<file path="src/rtl/multi_cycle_controller_pkg.sv">
// Shared encodings for the multi-cycle RV32I controller: opcodes, mux selects, ALU ops, FSM states.
// The HALT state exists only when MULTI_CYCLE_ILLEGAL_HALT_EN is defined.
package pa_riscv;

  localparam logic [6:0] OP_LW    = 7'b0000011;
  localparam logic [6:0] OP_SW    = 7'b0100011;
  localparam logic [6:0] OP_RTYPE = 7'b0110011;
  localparam logic [6:0] OP_ITYPE = 7'b0010011;
  localparam logic [6:0] OP_BEQ   = 7'b1100011;
  localparam logic [6:0] OP_JAL   = 7'b1101111;

  localparam logic [3:0] ALU_ADD = 4'b0000;
  localparam logic [3:0] ALU_SUB = 4'b0001;
  localparam logic [3:0] ALU_AND = 4'b0010;
  localparam logic [3:0] ALU_OR  = 4'b0011;
  localparam logic [3:0] ALU_SLT = 4'b0101;

  typedef enum logic [1:0] {
    ALU_A_PC     = 2'd0,
    ALU_A_OLD_PC = 2'd1,
    ALU_A_RD1    = 2'd2
  } alu_a_sel_e;

  typedef enum logic [1:0] {
    ALU_B_RD2  = 2'd0,
    ALU_B_IMM  = 2'd1,
    ALU_B_FOUR = 2'd2
  } alu_b_sel_e;

  typedef enum logic [1:0] {
    RES_ALU_OUT = 2'd0,
    RES_DATAMEM = 2'd1,
    RES_ALU     = 2'd2
  } result_sel_e;

  typedef enum logic [1:0] {
    ALUOP_ADD   = 2'd0,
    ALUOP_SUB   = 2'd1,
    ALUOP_FUNCT = 2'd2
  } alu_op_e;

  typedef enum logic [3:0] {
    S_IDLE     = 4'd0,
    S_FETCH    = 4'd1,
    S_DECODE   = 4'd2,
    S_MEMADR   = 4'd3,
    S_MEMREAD  = 4'd4,
    S_MEMWB    = 4'd5,
    S_MEMWRITE = 4'd6,
    S_EXECUTER = 4'd7,
    S_EXECUTEI = 4'd8,
    S_ALUWB    = 4'd9,
    S_BEQ      = 4'd10,
    S_JAL      = 4'd11
`ifdef MULTI_CYCLE_ILLEGAL_HALT_EN
    ,
    S_HALT     = 4'd12
`endif
  } state_e;

endpackage

</file>
<file path="src/rtl/multi_cycle_controller_alu_decoder.sv">
// ALU operation decode: fixed ADD/SUB, or funct3/funct7 driven op for R- and I-type execute.
module aluDecoder
  import pa_riscv::*;
(
  input  logic [1:0] i_aluOp,
  input  logic [2:0] i_funct3,
  input  logic       i_funct7bit5,
  input  logic       i_isRType,
  output logic [3:0] o_aluLogicOperation
);

  // Map the controller's coarse request and the funct fields onto the ALU encoding
  always_comb begin
    o_aluLogicOperation = ALU_ADD;
    case (i_aluOp)
      ALUOP_ADD: o_aluLogicOperation = ALU_ADD;
      ALUOP_SUB: o_aluLogicOperation = ALU_SUB;
      ALUOP_FUNCT: begin
        case (i_funct3)
          // bit 30 is part of the immediate for I-type, so only R-type may subtract
          3'b000: begin
            if (i_isRType && i_funct7bit5) begin
              o_aluLogicOperation = ALU_SUB;
            end else begin
              o_aluLogicOperation = ALU_ADD;
            end
          end
          3'b010:  o_aluLogicOperation = ALU_SLT;
          3'b110:  o_aluLogicOperation = ALU_OR;
          3'b111:  o_aluLogicOperation = ALU_AND;
          default: o_aluLogicOperation = ALU_ADD;
        endcase
      end
      default: o_aluLogicOperation = ALU_ADD;
    endcase
  end

endmodule

</file>
<file path="src/rtl/multi_cycle_controller.sv">
// Moore control FSM for the multi-cycle RV32I datapath (lw, sw, R, I, beq, jal).
// MULTI_CYCLE_ILLEGAL_HALT_EN: illegal opcodes halt the core and raise a sticky flag.
module multi_cycle_controller
  import pa_riscv::*;
(
  input  logic       i_clk,
  input  logic       i_arst_n,
  input  logic [6:0] i_operand,
  input  logic [2:0] i_funct3,
  input  logic       i_funct7bit5,
  input  logic       i_zeroFlag,
  output logic       o_pcWriteEn,
  output logic       o_instructionRegWrite,
  output logic       o_addressSrc,
  output logic       o_memWriteEn,
  output logic       o_regWriteEn,
  output logic [1:0] o_aluInputASel,
  output logic [1:0] o_aluInputBSel,
  output logic [1:0] o_resultSel,
  output logic [3:0] o_aluLogicOperation,
  output logic       o_illegalInstr
);

  state_e     state_r;
  state_e     state_next_s;
  logic [1:0] alu_op_s;
  logic       is_rtype_s;

  // Next-state selection; opcode is only consulted in DECODE and MEMADR
  always_comb begin
    state_next_s = state_r;
    case (state_r)
      S_IDLE:  state_next_s = S_FETCH;
      S_FETCH: state_next_s = S_DECODE;
      S_DECODE: begin
        case (i_operand)
          OP_LW, OP_SW: state_next_s = S_MEMADR;
          OP_RTYPE:     state_next_s = S_EXECUTER;
          OP_ITYPE:     state_next_s = S_EXECUTEI;
          OP_BEQ:       state_next_s = S_BEQ;
          OP_JAL:       state_next_s = S_JAL;
`ifdef MULTI_CYCLE_ILLEGAL_HALT_EN
          default:      state_next_s = S_HALT;
`else
          default:      state_next_s = S_FETCH;
`endif
        endcase
      end
      S_MEMADR: begin
        if (i_operand == OP_LW) begin
          state_next_s = S_MEMREAD;
        end else begin
          state_next_s = S_MEMWRITE;
        end
      end
      S_MEMREAD:  state_next_s = S_MEMWB;
      S_MEMWB:    state_next_s = S_FETCH;
      S_MEMWRITE: state_next_s = S_FETCH;
      S_EXECUTER: state_next_s = S_ALUWB;
      S_EXECUTEI: state_next_s = S_ALUWB;
      S_ALUWB:    state_next_s = S_FETCH;
      S_BEQ:      state_next_s = S_FETCH;
      S_JAL:      state_next_s = S_ALUWB;
`ifdef MULTI_CYCLE_ILLEGAL_HALT_EN
      S_HALT:     state_next_s = S_HALT;
`endif
      default:    state_next_s = S_IDLE;
    endcase
  end

`ifdef MULTI_CYCLE_ILLEGAL_HALT_EN
  logic illegal_r;

  // State register plus the sticky illegal flag, which only reset can clear
  always_ff @(posedge i_clk or negedge i_arst_n) begin
    if (!i_arst_n) begin
      state_r   <= S_IDLE;
      illegal_r <= 1'b0;
    end else begin
      state_r <= state_next_s;
      if (state_next_s == S_HALT) begin
        illegal_r <= 1'b1;
      end else begin
        illegal_r <= illegal_r;
      end
    end
  end

  assign o_illegalInstr = illegal_r;
`else
  // State register
  always_ff @(posedge i_clk or negedge i_arst_n) begin
    if (!i_arst_n) begin
      state_r <= S_IDLE;
    end else begin
      state_r <= state_next_s;
    end
  end

  assign o_illegalInstr = 1'b0;
`endif

  // Per-state datapath controls; BEQ's PC load is the single Mealy term
  always_comb begin
    o_pcWriteEn           = 1'b0;
    o_instructionRegWrite = 1'b0;
    o_addressSrc          = 1'b0;
    o_memWriteEn          = 1'b0;
    o_regWriteEn          = 1'b0;
    o_aluInputASel        = ALU_A_PC;
    o_aluInputBSel        = ALU_B_RD2;
    o_resultSel           = RES_ALU_OUT;
    alu_op_s              = ALUOP_ADD;
    case (state_r)
      S_FETCH: begin
        o_instructionRegWrite = 1'b1;
        o_pcWriteEn           = 1'b1;
        o_aluInputASel        = ALU_A_PC;
        o_aluInputBSel        = ALU_B_FOUR;
        o_resultSel           = RES_ALU;
      end
      S_DECODE: begin
        o_aluInputASel = ALU_A_OLD_PC;
        o_aluInputBSel = ALU_B_IMM;
      end
      S_MEMADR: begin
        o_aluInputASel = ALU_A_RD1;
        o_aluInputBSel = ALU_B_IMM;
      end
      S_MEMREAD: begin
        o_addressSrc = 1'b1;
        o_resultSel  = RES_ALU_OUT;
      end
      S_MEMWB: begin
        o_resultSel  = RES_DATAMEM;
        o_regWriteEn = 1'b1;
      end
      S_MEMWRITE: begin
        o_addressSrc = 1'b1;
        o_memWriteEn = 1'b1;
      end
      S_EXECUTER: begin
        o_aluInputASel = ALU_A_RD1;
        o_aluInputBSel = ALU_B_RD2;
        alu_op_s       = ALUOP_FUNCT;
      end
      S_EXECUTEI: begin
        o_aluInputASel = ALU_A_RD1;
        o_aluInputBSel = ALU_B_IMM;
        alu_op_s       = ALUOP_FUNCT;
      end
      S_ALUWB: begin
        o_resultSel  = RES_ALU_OUT;
        o_regWriteEn = 1'b1;
      end
      S_BEQ: begin
        o_aluInputASel = ALU_A_RD1;
        o_aluInputBSel = ALU_B_RD2;
        alu_op_s       = ALUOP_SUB;
        o_resultSel    = RES_ALU_OUT;
        o_pcWriteEn    = i_zeroFlag;
      end
      S_JAL: begin
        o_aluInputASel = ALU_A_OLD_PC;
        o_aluInputBSel = ALU_B_FOUR;
        o_resultSel    = RES_ALU_OUT;
        o_pcWriteEn    = 1'b1;
      end
      default: begin
        o_pcWriteEn = 1'b0;
      end
    endcase
  end

  assign is_rtype_s = (state_r == S_EXECUTER);

  aluDecoder u_alu_decoder (
    .i_aluOp             (alu_op_s),
    .i_funct3            (i_funct3),
    .i_funct7bit5        (i_funct7bit5),
    .i_isRType           (is_rtype_s),
    .o_aluLogicOperation (o_aluLogicOperation)
  );

endmodule

</file>
<file path="config.mk">
export PLATFORM = sky130hd
export DESIGN_NAME = multi_cycle_controller
export DESIGN_NICKNAME = d
export VERILOG_FILES = /design/src/rtl/multi_cycle_controller_pkg.sv /design/src/rtl/multi_cycle_controller_alu_decoder.sv /design/src/rtl/multi_cycle_controller.sv
export SDC_FILE = /design/constraint.sdc
export NUM_CORES = 1
export LEC_CHECK = 0
export CAP_MARGIN = 25
export CORE_MARGIN = 1.5
export CORE_UTILIZATION = 40
export CTS_CLUSTER_SIZE = 40
export DETAILED_ROUTE_END_ITERATION = 16
export PLACE_DENSITY = 0.9
export SLEW_MARGIN = 20
export SYNTH_ARGS = -nofsm -noshare
export SYNTH_HDL_FRONTEND = slang
export SYNTH_SLANG_ARGS = --single-unit
</file>
<file path="constraint.sdc">
create_clock -name i_clk -period 2.55 [get_ports i_clk]
set_input_delay 0.3825 -clock i_clk [delete_from_list [all_inputs] [get_ports i_clk]]
set_output_delay 0.3825 -clock i_clk [all_outputs]
set_load 0.02 [all_outputs]
</file>
==> summary.md <==
| Metric | Value |
|---|---|
| Final core occ | between 60 and 70% |
| Met2 Use GR | 38.1% |
| Cts bufs inserted | 3 |
| CTS tree | done |
| DRT antenna net count | 0 |
| IO buf count | 27 |
| Layout cell share with drive strength beyond 1 | 10.9% |
| Fin crit share | 96.6% |
| Gpl congestion | 0.795 |
| Final worst slack | roughly 0.088 ns |
| Post CTS Setup Buffer Count | 0 |
| Startpoint Class | flip-flop |
| Setup TNS | 0 ns |
| GRT Util Overall | 20.8% |
| Vias in the first global route | roughly 570 |
| CP Class | flip-flop to primary output |
| Post-synth ARST share | between 90% and 100% |
| Clk_skew | 0.00302 ns |
| CP arrival | 2.08 ns |
| Fmax | 406 MHz |
| Cell area after synthesis | around 560 um^2 |
| I/O pin total | 30 |
| Setup WS pre-CTS | 0.0603 ns |
| HP Class | input port to async pin |
| Area grow syn2layout | 53.1% |
| Crit path time final | 2.46 ns |
| Post-synth EDFFs | 0 |
| Vias per inst | about 5.2 |
| Drt total wl | 1430 um |
| Initial antenna violation count | 0 |
| Most flops, register | state_r |
| Pleak | 0.000371 uW |
| Most Used Layer, Global Route | met2 |
| Die H | 40.5 um |
| Drt drc | 0 |
| Initial Utilization | 43.3% |
| DRT Pass-1 Iters | 4 |
| Critical Path RT | 2.17 ns |
| Slowest CP cell | dfrtp_1 |
| Clk_lat worst skew | 0.23 ns |
| Core area | approximately 1300 um^2 |
| Detailed placer's ending HPWL | 1210 um |
| CP Capture Type | primary output |
| GR Layer Usage met3 | 7.22% |
| Largest net degree at the start of global routing | 10 |
| Die area | roughly 1600 um^2 |
| Mapped Cells | 81 |
| GRT overflow | 0 |
| Final Hold Viols | 0 |
| Endpoints failing setup | 0 |
| Max-capacitance violation count | 0 |
| #FFs+latches synth | 4 |
| Clock Sinks | 4 |
| Via Count | 653 |
| Pins over their slew limit | 0 |
| VDD IR max | 0.000610 V |
| Top Registers | state_r: 4 flops |
| Worst Path Max Fanout | 5 |
| Critical Path, Cell by Cell | nand2b_4 > nor3_1 > a31o_2 > inv_1 > ha_1 > nor3b_1 > dlygate4sd2_1 |
| Maximum clock path buffer count | 2 |
| Status | complete, no violations |
| Yosys warns | 0 |
| Crit-path max cell delay | just under 0.4 ns |
| Die width | ~41 um |
| H-tree depth | 1 |
| FP Rows | 13 |
| Root Buffer | clkbuf_4 |
| Routed len/inst | 11.4 um |
| Final nets | 128 |
| First-pass GRT wire length | about 2200 um |
| DR iter-0 viols | 8 |
| Met1 Resource Use GR | approximately 22% |
| RSZ-0062 raised after global routing | no |
| Clock transition at path regs | 0.04 ns |
| Max reg flops | 4 |
| Register area share after synthesis | 17.8% |
| Pwr dens | 1050 nW/um^2 |
| Dominant synthesized flop cell | dfrtp_1 |
| Avg Cell Area, Syn | a little under 7 um^2 |
| Post-synth cell types | 36 |
| Ant. Diodes | 0 |
-- area by class of cell --
cell class / count / area, um^2
fillers: 125 / 439
multi-input cells: 65 / 394
flip-flops and latches: 4 / 100
repair buffers: 32 / 304
inverters: 6 / 22.5
clock buffers: 3 / 22.5
well taps: 15 / 18.8
-- power by group --
group          switching (uW)  internal, uW
logic                     364           331
registers                37.6          92.7
clock network            26.4          52.7
-- worst paths after layout --
| kind | start | endpoint | slack [ns] | depth (start not counted) |
|---|---|---|---|---|
| worst min register to register | state_r[1] | state_r[3] | 0.64 | 2 |
| max in group asynchronous | i_arst_n | state_r[0] | 2.03 | 1 |
| worst max-delay path | state_r[2] | o_aluLogicOperation[1] | 0.09 | 7 |
| worst max register to register | state_r[2] | state_r[0] | 1.13 | 5 |
| min in group i_clk | state_r[1] | state_r[3] | 0.64 | 2 |
| worst min-delay path | i_arst_n | state_r[2] | 0.35 | 1 |
-- kinds of logic after synthesis --
logic type	count (synthesis)	synth area share, %
other	1	0.666
muxes	1	1.78
xor gates and xnor gates	1	1.56
adders and majority gates	3	6.22
and+or+nand+nor	42	39.8
AOI/OAI and AO/OA	16	18.4
buffers and inverters	13	13.8
DFF	4	17.8
-- critical path: cells and delay by family (launching register included) --
kind / cells / cell delay [ns]
compound gates: 1 / 0.18
fa+ha+maj: 1 / 0.28
buf+inv: 2 / 0.40
flops: 1 / 0.39
simple gates: 3 / 0.60
-- layer usage --
metal / part of all wire (%) / up-vias
met5: 0 / -
met4: 0 / 0
met3: 4.8 / 0
met2: 53 / 22
met1: 42 / 293
li1: - / 338
-- through the flow --
stage	hold WS, ns	area [um^2]	cells	power [uW]
final	0.351	862	125	905
after floorplan	0.0869	567	82	563
after global placement	0.598	838	122	803
after detailed placement	0.599	838	122	818
after global routing	0.358	862	125	981
after CTS	0.350	857	125	901
-- timing repair --
action,4_1_cts,5_1_grt
gates resized for setup,3,1
endpoints found under the setup margin,3,1
pin swaps,0,0
hold buffers,0,0
-- cells in the final DEF (no fill, tap or decap), types with 2 or more instances in the layout --
| cell | synthesis | layout |
|---|---|---|
| o21ai_0 | 3 | 3 |
| nor3_1 | 3 | 3 |
| buf_4 | 3 | 5 |
| clkbuf_4 | 0 | 3 |
| conb_1 | 1 | 2 |
| nand4_1 | 2 | 2 |
| a31oi_1 | 2 | 2 |
| dlygate4sd2_1 | 0 | 3 |
| nand2b_1 | 3 | 3 |
| dfrtp_1 | 4 | 4 |
| nor2_1 | 10 | 10 |
| clkdlybuf4s50_1 | 0 | 24 |
| ha_1 | 2 | 2 |
| a21oi_1 | 4 | 4 |
| nand2_1 | 9 | 9 |
| inv_1 | 6 | 6 |
| nor2b_1 | 4 | 4 |
-- synth_stat cells, drive strengths merged, types with 2 or more instances --
| cell | number | area (um^2) |
|---|---|---|
| nor2 | 11 | 43.8 |
| or2 | 2 | 12.5 |
| a21oi | 4 | 20.0 |
| nor2b | 4 | 25.0 |
| nor3 | 3 | 15.0 |
| nand4 | 2 | 12.5 |
| inv | 6 | 22.5 |
| dfrtp | 4 | 100 |
| o21ai | 4 | 20.0 |
| nand2 | 9 | 33.8 |
| nor3b | 2 | 15.0 |
| nand2b | 4 | 32.5 |
| ha | 2 | 25.0 |
| a31oi | 2 | 12.5 |
| buf | 7 | 55.1 |
Power figures use the tool's default switching activity.
